--- config.mk ---
export PLATFORM = sky130hd
export DESIGN_NAME = upsp_output_arbiter
export DESIGN_NICKNAME = d
export VERILOG_FILES = /design/src/rtl/upsp_arb_pkg.sv /design/src/rtl/upsp_arb_out_slice.sv /design/src/rtl/upsp_output_arbiter.sv
export SDC_FILE = /design/constraint.sdc
export NUM_CORES = 1
export LEC_CHECK = 0
export ABC_AREA = 1
export BUFFER_PORTS_ARGS = -buffer_cell sky130_fd_sc_hd__buf_2
export CORE_ASPECT_RATIO = 1.2
export CORE_MARGIN = 4
export CORE_UTILIZATION = 35
export DETAILED_ROUTE_END_ITERATION = 12
export MAX_ROUTING_LAYER = met4
export PLACE_DENSITY_LB_ADDON = 0.3
export SETUP_SLACK_MARGIN = 0.2
export SLEW_MARGIN = 20
export SYNTH_ARGS = -nofsm -noshare
export SYNTH_HDL_FRONTEND = slang
export SYNTH_SLANG_ARGS = --single-unit
--- constraint.sdc ---
create_clock -name clk -period 6.27 [get_ports clk]
set_input_delay 0.627 -clock clk [delete_from_list [all_inputs] [get_ports clk]]
set_output_delay 0.627 -clock clk [all_outputs]
set_load 0.02 [all_outputs]
--- src/rtl/upsp_arb_pkg.sv ---
// Shared types, default geometry and configuration helpers for the upsampler output arbiter.
package upsp_arb_pkg;

   typedef enum logic [1:0] {StIdle, StRun, StFlush} arb_state_e;

   // Bit width for a counter spanning n values, never narrower than one bit.
   function automatic int unsigned cnt_width(input int unsigned n);
      return (n > 1) ? $clog2(n) : 1;
   endfunction

   function automatic bit cfg_ok(input int unsigned n_parallel, input int unsigned img_width,
                                 input int unsigned pix_per_beat);
      return (n_parallel >= 1) && (pix_per_beat >= 1) && ((img_width % pix_per_beat) == 0);
   endfunction

   localparam int unsigned DEF_N_PARALLEL     = 4;
   localparam int unsigned DEF_DST_IMG_WIDTH  = 3840;
   localparam int unsigned DEF_DST_IMG_HEIGHT = 2160;
   localparam int unsigned DEF_PIX_PER_BEAT   = 1;

   localparam int unsigned BEATS = DEF_DST_IMG_WIDTH / DEF_PIX_PER_BEAT;
   localparam int unsigned COL_W = cnt_width(BEATS);
   localparam int unsigned ROW_W = cnt_width(DEF_DST_IMG_HEIGHT);
   localparam int unsigned PTR_W = cnt_width(DEF_N_PARALLEL);

endpackage

--- src/rtl/upsp_arb_out_slice.sv ---
// Single-entry AXI4-Stream output register carrying data plus tlast/tuser framing.
module upsp_arb_out_slice
   import upsp_arb_pkg::*;
#(
   parameter int unsigned DATA_WIDTH = 32
) (
   input  logic                  clk,
   input  logic                  rst,
   input  logic                  clear,
   input  logic                  load,
   input  logic [DATA_WIDTH-1:0] load_data,
   input  logic                  load_last,
   input  logic                  load_user,
   input  logic                  tready,
   output logic                  tvalid,
   output logic [DATA_WIDTH-1:0] tdata,
   output logic                  tlast,
   output logic                  tuser,
   output logic                  out_free
);

   logic                  valid_q;
   logic [DATA_WIDTH-1:0] data_q;
   logic                  last_q;
   logic                  user_q;

   // A load is only issued when out_free, so a held beat is never overwritten.
   always_ff @(posedge clk) begin
      if (rst || clear) begin
         valid_q <= 1'b0;
         data_q  <= '0;
         last_q  <= 1'b0;
         user_q  <= 1'b0;
      end else if (load) begin
         valid_q <= 1'b1;
         data_q  <= load_data;
         last_q  <= load_last;
         user_q  <= load_user;
      end else if (tready) begin
         valid_q <= 1'b0;
      end
   end

   assign out_free = !valid_q || tready;
   assign tvalid   = valid_q;
   assign tdata    = data_q;
   assign tlast    = last_q;
   assign tuser    = user_q;

endmodule

--- src/rtl/upsp_output_arbiter.sv ---
// Round-robin collector of PE output words into one framed AXI4-Stream master.
// Optional stall_cycles counter enabled by defining UPSP_ARB_STALL_CNT_EN.
module upsp_output_arbiter
   import upsp_arb_pkg::*;
#(
   parameter int unsigned N_PARALLEL     = 4,
   parameter int unsigned DATA_WIDTH     = 32,
   parameter int unsigned DST_IMG_WIDTH  = 3840,
   parameter int unsigned DST_IMG_HEIGHT = 2160,
   parameter int unsigned PIX_PER_BEAT   = 1
) (
   input  logic                             clk,
   input  logic                             rst,
   input  logic                             start,
   input  logic                             abort,
   input  logic [N_PARALLEL-1:0]            upsp_wvalid,
   input  logic [N_PARALLEL*DATA_WIDTH-1:0] upsp_wdata,
   output logic [N_PARALLEL-1:0]            upsp_wready,
   output logic                             m_axis_tvalid,
   input  logic                             m_axis_tready,
   output logic [DATA_WIDTH-1:0]            m_axis_tdata,
   output logic                             m_axis_tlast,
   output logic                             m_axis_tuser,
   output logic                             busy,
`ifdef UPSP_ARB_STALL_CNT_EN
   output logic [31:0]                      stall_cycles,
`endif
   output logic                             frame_done
);

   localparam int unsigned BeatsRow = DST_IMG_WIDTH / PIX_PER_BEAT;
   localparam int unsigned ColW     = cnt_width(BeatsRow);
   localparam int unsigned RowW     = cnt_width(DST_IMG_HEIGHT);
   localparam int unsigned PtrW     = cnt_width(N_PARALLEL);

   if (!cfg_ok(N_PARALLEL, DST_IMG_WIDTH, PIX_PER_BEAT)) begin : g_cfg_err
      $error("upsp_output_arbiter: invalid N_PARALLEL / PIX_PER_BEAT configuration");
   end

   arb_state_e      state_q, state_d;
   logic [PtrW-1:0] ptr_q, ptr_d;
   logic [ColW-1:0] col_q, col_d;
   logic [RowW-1:0] row_q, row_d;
   logic            done_q, done_d;

   logic out_free, capture, last_col, last_row;

   assign last_col = (col_q == ColW'(BeatsRow - 1));
   assign last_row = (row_q == RowW'(DST_IMG_HEIGHT - 1));

   // Abort suppresses the grant so the PE never sees a handshake for a discarded word.
   always_comb begin
      upsp_wready = '0;
      if (state_q == StRun && out_free && !abort) upsp_wready[ptr_q] = 1'b1;
   end

   assign capture = upsp_wvalid[ptr_q] && upsp_wready[ptr_q];

   always_comb begin
      state_d = state_q;
      ptr_d   = ptr_q;
      col_d   = col_q;
      row_d   = row_q;
      done_d  = 1'b0;
      unique case (state_q)
         StIdle: begin
            if (start && !abort) begin
               state_d = StRun;
               ptr_d   = '0;
               col_d   = '0;
               row_d   = '0;
            end
         end
         StRun: begin
            if (abort) begin
               state_d = StIdle;
               ptr_d   = '0;
               col_d   = '0;
               row_d   = '0;
            end else if (capture) begin
               if (last_col) begin
                  col_d = '0;
                  ptr_d = '0;
                  if (last_row) begin
                     state_d = StFlush;
                     row_d   = '0;
                  end else begin
                     row_d = row_q + RowW'(1);
                  end
               end else begin
                  col_d = col_q + ColW'(1);
                  ptr_d = (ptr_q == PtrW'(N_PARALLEL - 1)) ? '0 : ptr_q + PtrW'(1);
               end
            end
         end
         StFlush: begin
            if (abort) begin
               state_d = StIdle;
               ptr_d   = '0;
               col_d   = '0;
               row_d   = '0;
            end else if (m_axis_tvalid && m_axis_tready && m_axis_tlast) begin
               state_d = StIdle;
               done_d  = 1'b1;
            end
         end
         default: state_d = StIdle;
      endcase
   end

   always_ff @(posedge clk) begin
      if (rst) begin
         state_q <= StIdle;
         ptr_q   <= '0;
         col_q   <= '0;
         row_q   <= '0;
         done_q  <= 1'b0;
      end else begin
         state_q <= state_d;
         ptr_q   <= ptr_d;
         col_q   <= col_d;
         row_q   <= row_d;
         done_q  <= done_d;
      end
   end

   upsp_arb_out_slice #(
      .DATA_WIDTH(DATA_WIDTH)
   ) u_out_slice (
      .clk      (clk),
      .rst      (rst),
      .clear    (abort && state_q != StIdle),
      .load     (capture),
      .load_data(upsp_wdata[int'(ptr_q)*DATA_WIDTH +: DATA_WIDTH]),
      .load_last(last_col),
      .load_user(col_q == '0 && row_q == '0),
      .tready   (m_axis_tready),
      .tvalid   (m_axis_tvalid),
      .tdata    (m_axis_tdata),
      .tlast    (m_axis_tlast),
      .tuser    (m_axis_tuser),
      .out_free (out_free)
   );

   assign busy       = (state_q != StIdle);
   assign frame_done = done_q;

`ifdef UPSP_ARB_STALL_CNT_EN
   logic [31:0] stall_q, stall_d;

   always_comb begin
      stall_d = stall_q;
      if (state_q == StIdle) begin
         if (start && !abort) stall_d = '0;
      end else if (m_axis_tvalid && !m_axis_tready && stall_q != 32'hFFFF_FFFF) begin
         stall_d = stall_q + 32'd1;
      end
   end

   always_ff @(posedge clk) begin
      if (rst) stall_q <= '0;
      else     stall_q <= stall_d;
   end

   assign stall_cycles = stall_q;
`endif

endmodule

==> results.toml <==
[placement]
dpl-instance-area_mm2 = 0.005089
port_buffers = 177
placed_cells = 979
dp_hpwl_um = 10340
globalplace.congestion = 0.8611

[clock_network]
clk_pin_slew_ns = 0.05
hold_buffers = 0
htreeDepth = 3
clk_latency_ns = 0.33
ctsResizeCount = 0
cts_tree = "done"
cts_root_buffer = "clkbuf_16"
cts-buffers-inserted = 9
clock-sinks = 64
cts_setup_buffers = 0
clockBufferDepth = 2

[power_and_ir_drop]
power_density_mw_per_mm2 = 245.2
power.leakage_nw = 2.489
ir_worst_vdd_mv = 0.1515

[critical_path]
crit_arrival_ns = 3.56
reg2reg_slack_ns = 2.93
worstPathMaxFanout = 67
critical_path_class = "flip-flop to flip-flop"
crit_required_ns = 6.49
crit_path_end_kind = "flip-flop"
start_kind = "flip-flop"

[detailed_routing]
finalWirelength_um = 13770
firstDrtPassIters = 5
wl_per_cell_um = 13.84
ant_nets = 0
drt_iter0_drc = 234
drc = 0
post_drt_via_cell_ratio = 4.997
vias = 4972

[finish]
antenna_cells = 0
nFillCells = 1299
seq_area_mm2 = 0.001282
synthToLayoutAreaGrowth_pct = 29.29
drive_gt1_frac = 0.2625
post-route-util = 0.4652
fin_area_mm2 = 0.005406
multi_input_comb_area_mm2 = 0.002517
layout.cells.non_filler = 995
finalNetCount = 978

[timing]
worstMarginPinSlew_ns = 0.9528
fin_hold_ws_ns = 0.4711
period_share = 0.5325
skew_ns = 0.008354
rsz0062_at_grt = "no"
fmax_mhz = 299.5
relSlewSlack = 0.3648
setup_violations = 0
post-route-min-period_ns = 3.339
hold_violations = 0
tns_ns = 0
drv_slew = 0

[synth]
ys_types = 32
ys_seq_area_frac = 0.3064
synth_area_per_cell_um2 = 6.095
ys_ff_latch = 64
synth_nets = 831
synth_area_mm2 = 0.004182
yosys_warnings = 0
netlist_instances = 686

[die]
dieArea_mm2 = 0.01377
rows = 43
die_y_um = 127.7
start_util = 0.3598
core_area_mm2 = 0.01162
io_pins = 178
die_width_um = 107.8

[grt]
grt_pass1_vias = 4604
gr-total-overflow = 0
groute.usage.overall = 0.2040
grt_first_pass_wirelength_um = 22070
grt_max_degree = 72
antenna_found_initial = 0

[outcome]
status = "finished, final reports clean"

[job]
cap_violations = 0

[hold_path]
hp-class = "flip-flop to flip-flop"
-- cell usage after synthesis (all sizes together) --
| cell | number | share of area |
|---|---|---|
| nand3 | 61 | 0.074 |
| nand2 | 86 | 0.081 |
| o211a | 1 | 0.0024 |
| clkbuf | 23 | 0.021 |
| buf | 21 | 0.028 |
| inv | 49 | 0.044 |
| o21ai | 109 | 0.13 |
| dfxtp | 64 | 0.31 |
| o22ai | 32 | 0.048 |
| a21oi | 25 | 0.030 |
| a31o | 1 | 0.0021 |
| or2 | 3 | 0.0045 |
| xor2 | 1 | 0.0021 |
| nor2 | 179 | 0.17 |
| a21boi | 1 | 0.0018 |
| nand4 | 9 | 0.013 |
| nor3 | 10 | 0.015 |
| nor4 | 2 | 0.0030 |
| ha | 8 | 0.024 |
| o211ai | 1 | 0.0018 |
-- power breakdown --
| part | switching [mW] | total, mW | internal [mW] |
|---|---|---|---|
| Combinational | 0.217 | 0.342 | 0.125 |
| Clock | 0.181 | 0.521 | 0.340 |
| Sequential | 0.0216 | 0.463 | 0.441 |
-- sequential cells by signal (all words and copies together) (netlist names) --
| signal | count |
|---|---|
| col_q | 12 |
| frame_done | 1 |
| ptr_q | 2 |
| row_q | 12 |
| state_q | 2 |
| u_out_slice.tdata | 32 |
| u_out_slice.tlast | 1 |
| u_out_slice.tuser | 1 |
| u_out_slice.tvalid | 1 |
-- critical path: stages (launching register included) --
cell	delay, ns
dfxtp_2	0.32
inv_2	0.67
ha_1	0.30
nand4_1	0.09
nand3_1	0.11
nand2_2	0.42
nand2_2	0.76
nand2_2	0.32
nor2_1	0.18
nor2_1	0.05
-- per-stage QoR --
stage,worst slack (ns),total power [mW]
floorplan,4.130,0.7037
global placement,2.935,0.8138
detailed placement,2.889,0.8156
CTS,2.871,1.339
global route,2.555,1.401
finish,2.931,1.326
-- routing by layer --
layer  vias to the layer above  global-route usage  routed length [µm]
met5                         -                   -                   0
met4                         0             0.05201                 176
met3                        13             0.03728                 867
met2                       159              0.3404                6738
met1                      2214              0.2548                5988
li1                       2586                   -                   -
-- layout make-up --
| cell class | count | area share |
|---|---|---|
| sequential | 64 | 0.2372 |
| inverter | 49 | 0.03402 |
| clock buffer | 12 | 0.04929 |
| multi-input combinational | 529 | 0.4656 |
| timing repair buffer | 180 | 0.1680 |
| clock inverter | 4 | 0.009489 |
| tap | 157 | 0.03633 |
-- cells in the final DEF (no fill, tap or decap), drive strengths merged --
cell type / netlist / routed
buf: 21 / 180
nor2: 179 / 179
o21ai: 109 / 109
nand2: 86 / 86
dfxtp: 64 / 64
nand3: 61 / 61
inv: 49 / 49
o22ai: 32 / 32
a21oi: 25 / 25
clkbuf: 23 / 12
nor3: 10 / 10
nand4: 9 / 9
ha: 8 / 8
or2: 3 / 3
nor4: 2 / 2
clkinv: 0 / 2
o211a: 1 / 1
a21boi: 1 / 1
a31o: 1 / 1
o211ai: 1 / 1
xor2: 1 / 1
bufinv: 0 / 1
clkinvlp: 0 / 1
-- logic make-up after synthesis --
logic type / after synthesis / share of synthesized area
AOI/OAI and AO/OA: 170 / 0.2163
buffers and inverters: 93 / 0.09246
adders and majority gates: 8 / 0.02394
xor gates and xnor gates: 1 / 0.002095
and+or+nand+nor: 350 / 0.3588
DFF: 64 / 0.3064
-- worst paths after layout --
path,start,endpoint,depth (start not counted)
setup / recovery,ptr_q[0],row_q[10],9
hold / removal,u_out_slice.tdata[29],u_out_slice.tdata[29],2
setup reg to reg,ptr_q[0],row_q[10],9
hold reg to reg,u_out_slice.tdata[29],u_out_slice.tdata[29],2
(Power assumes the default switching activity.)
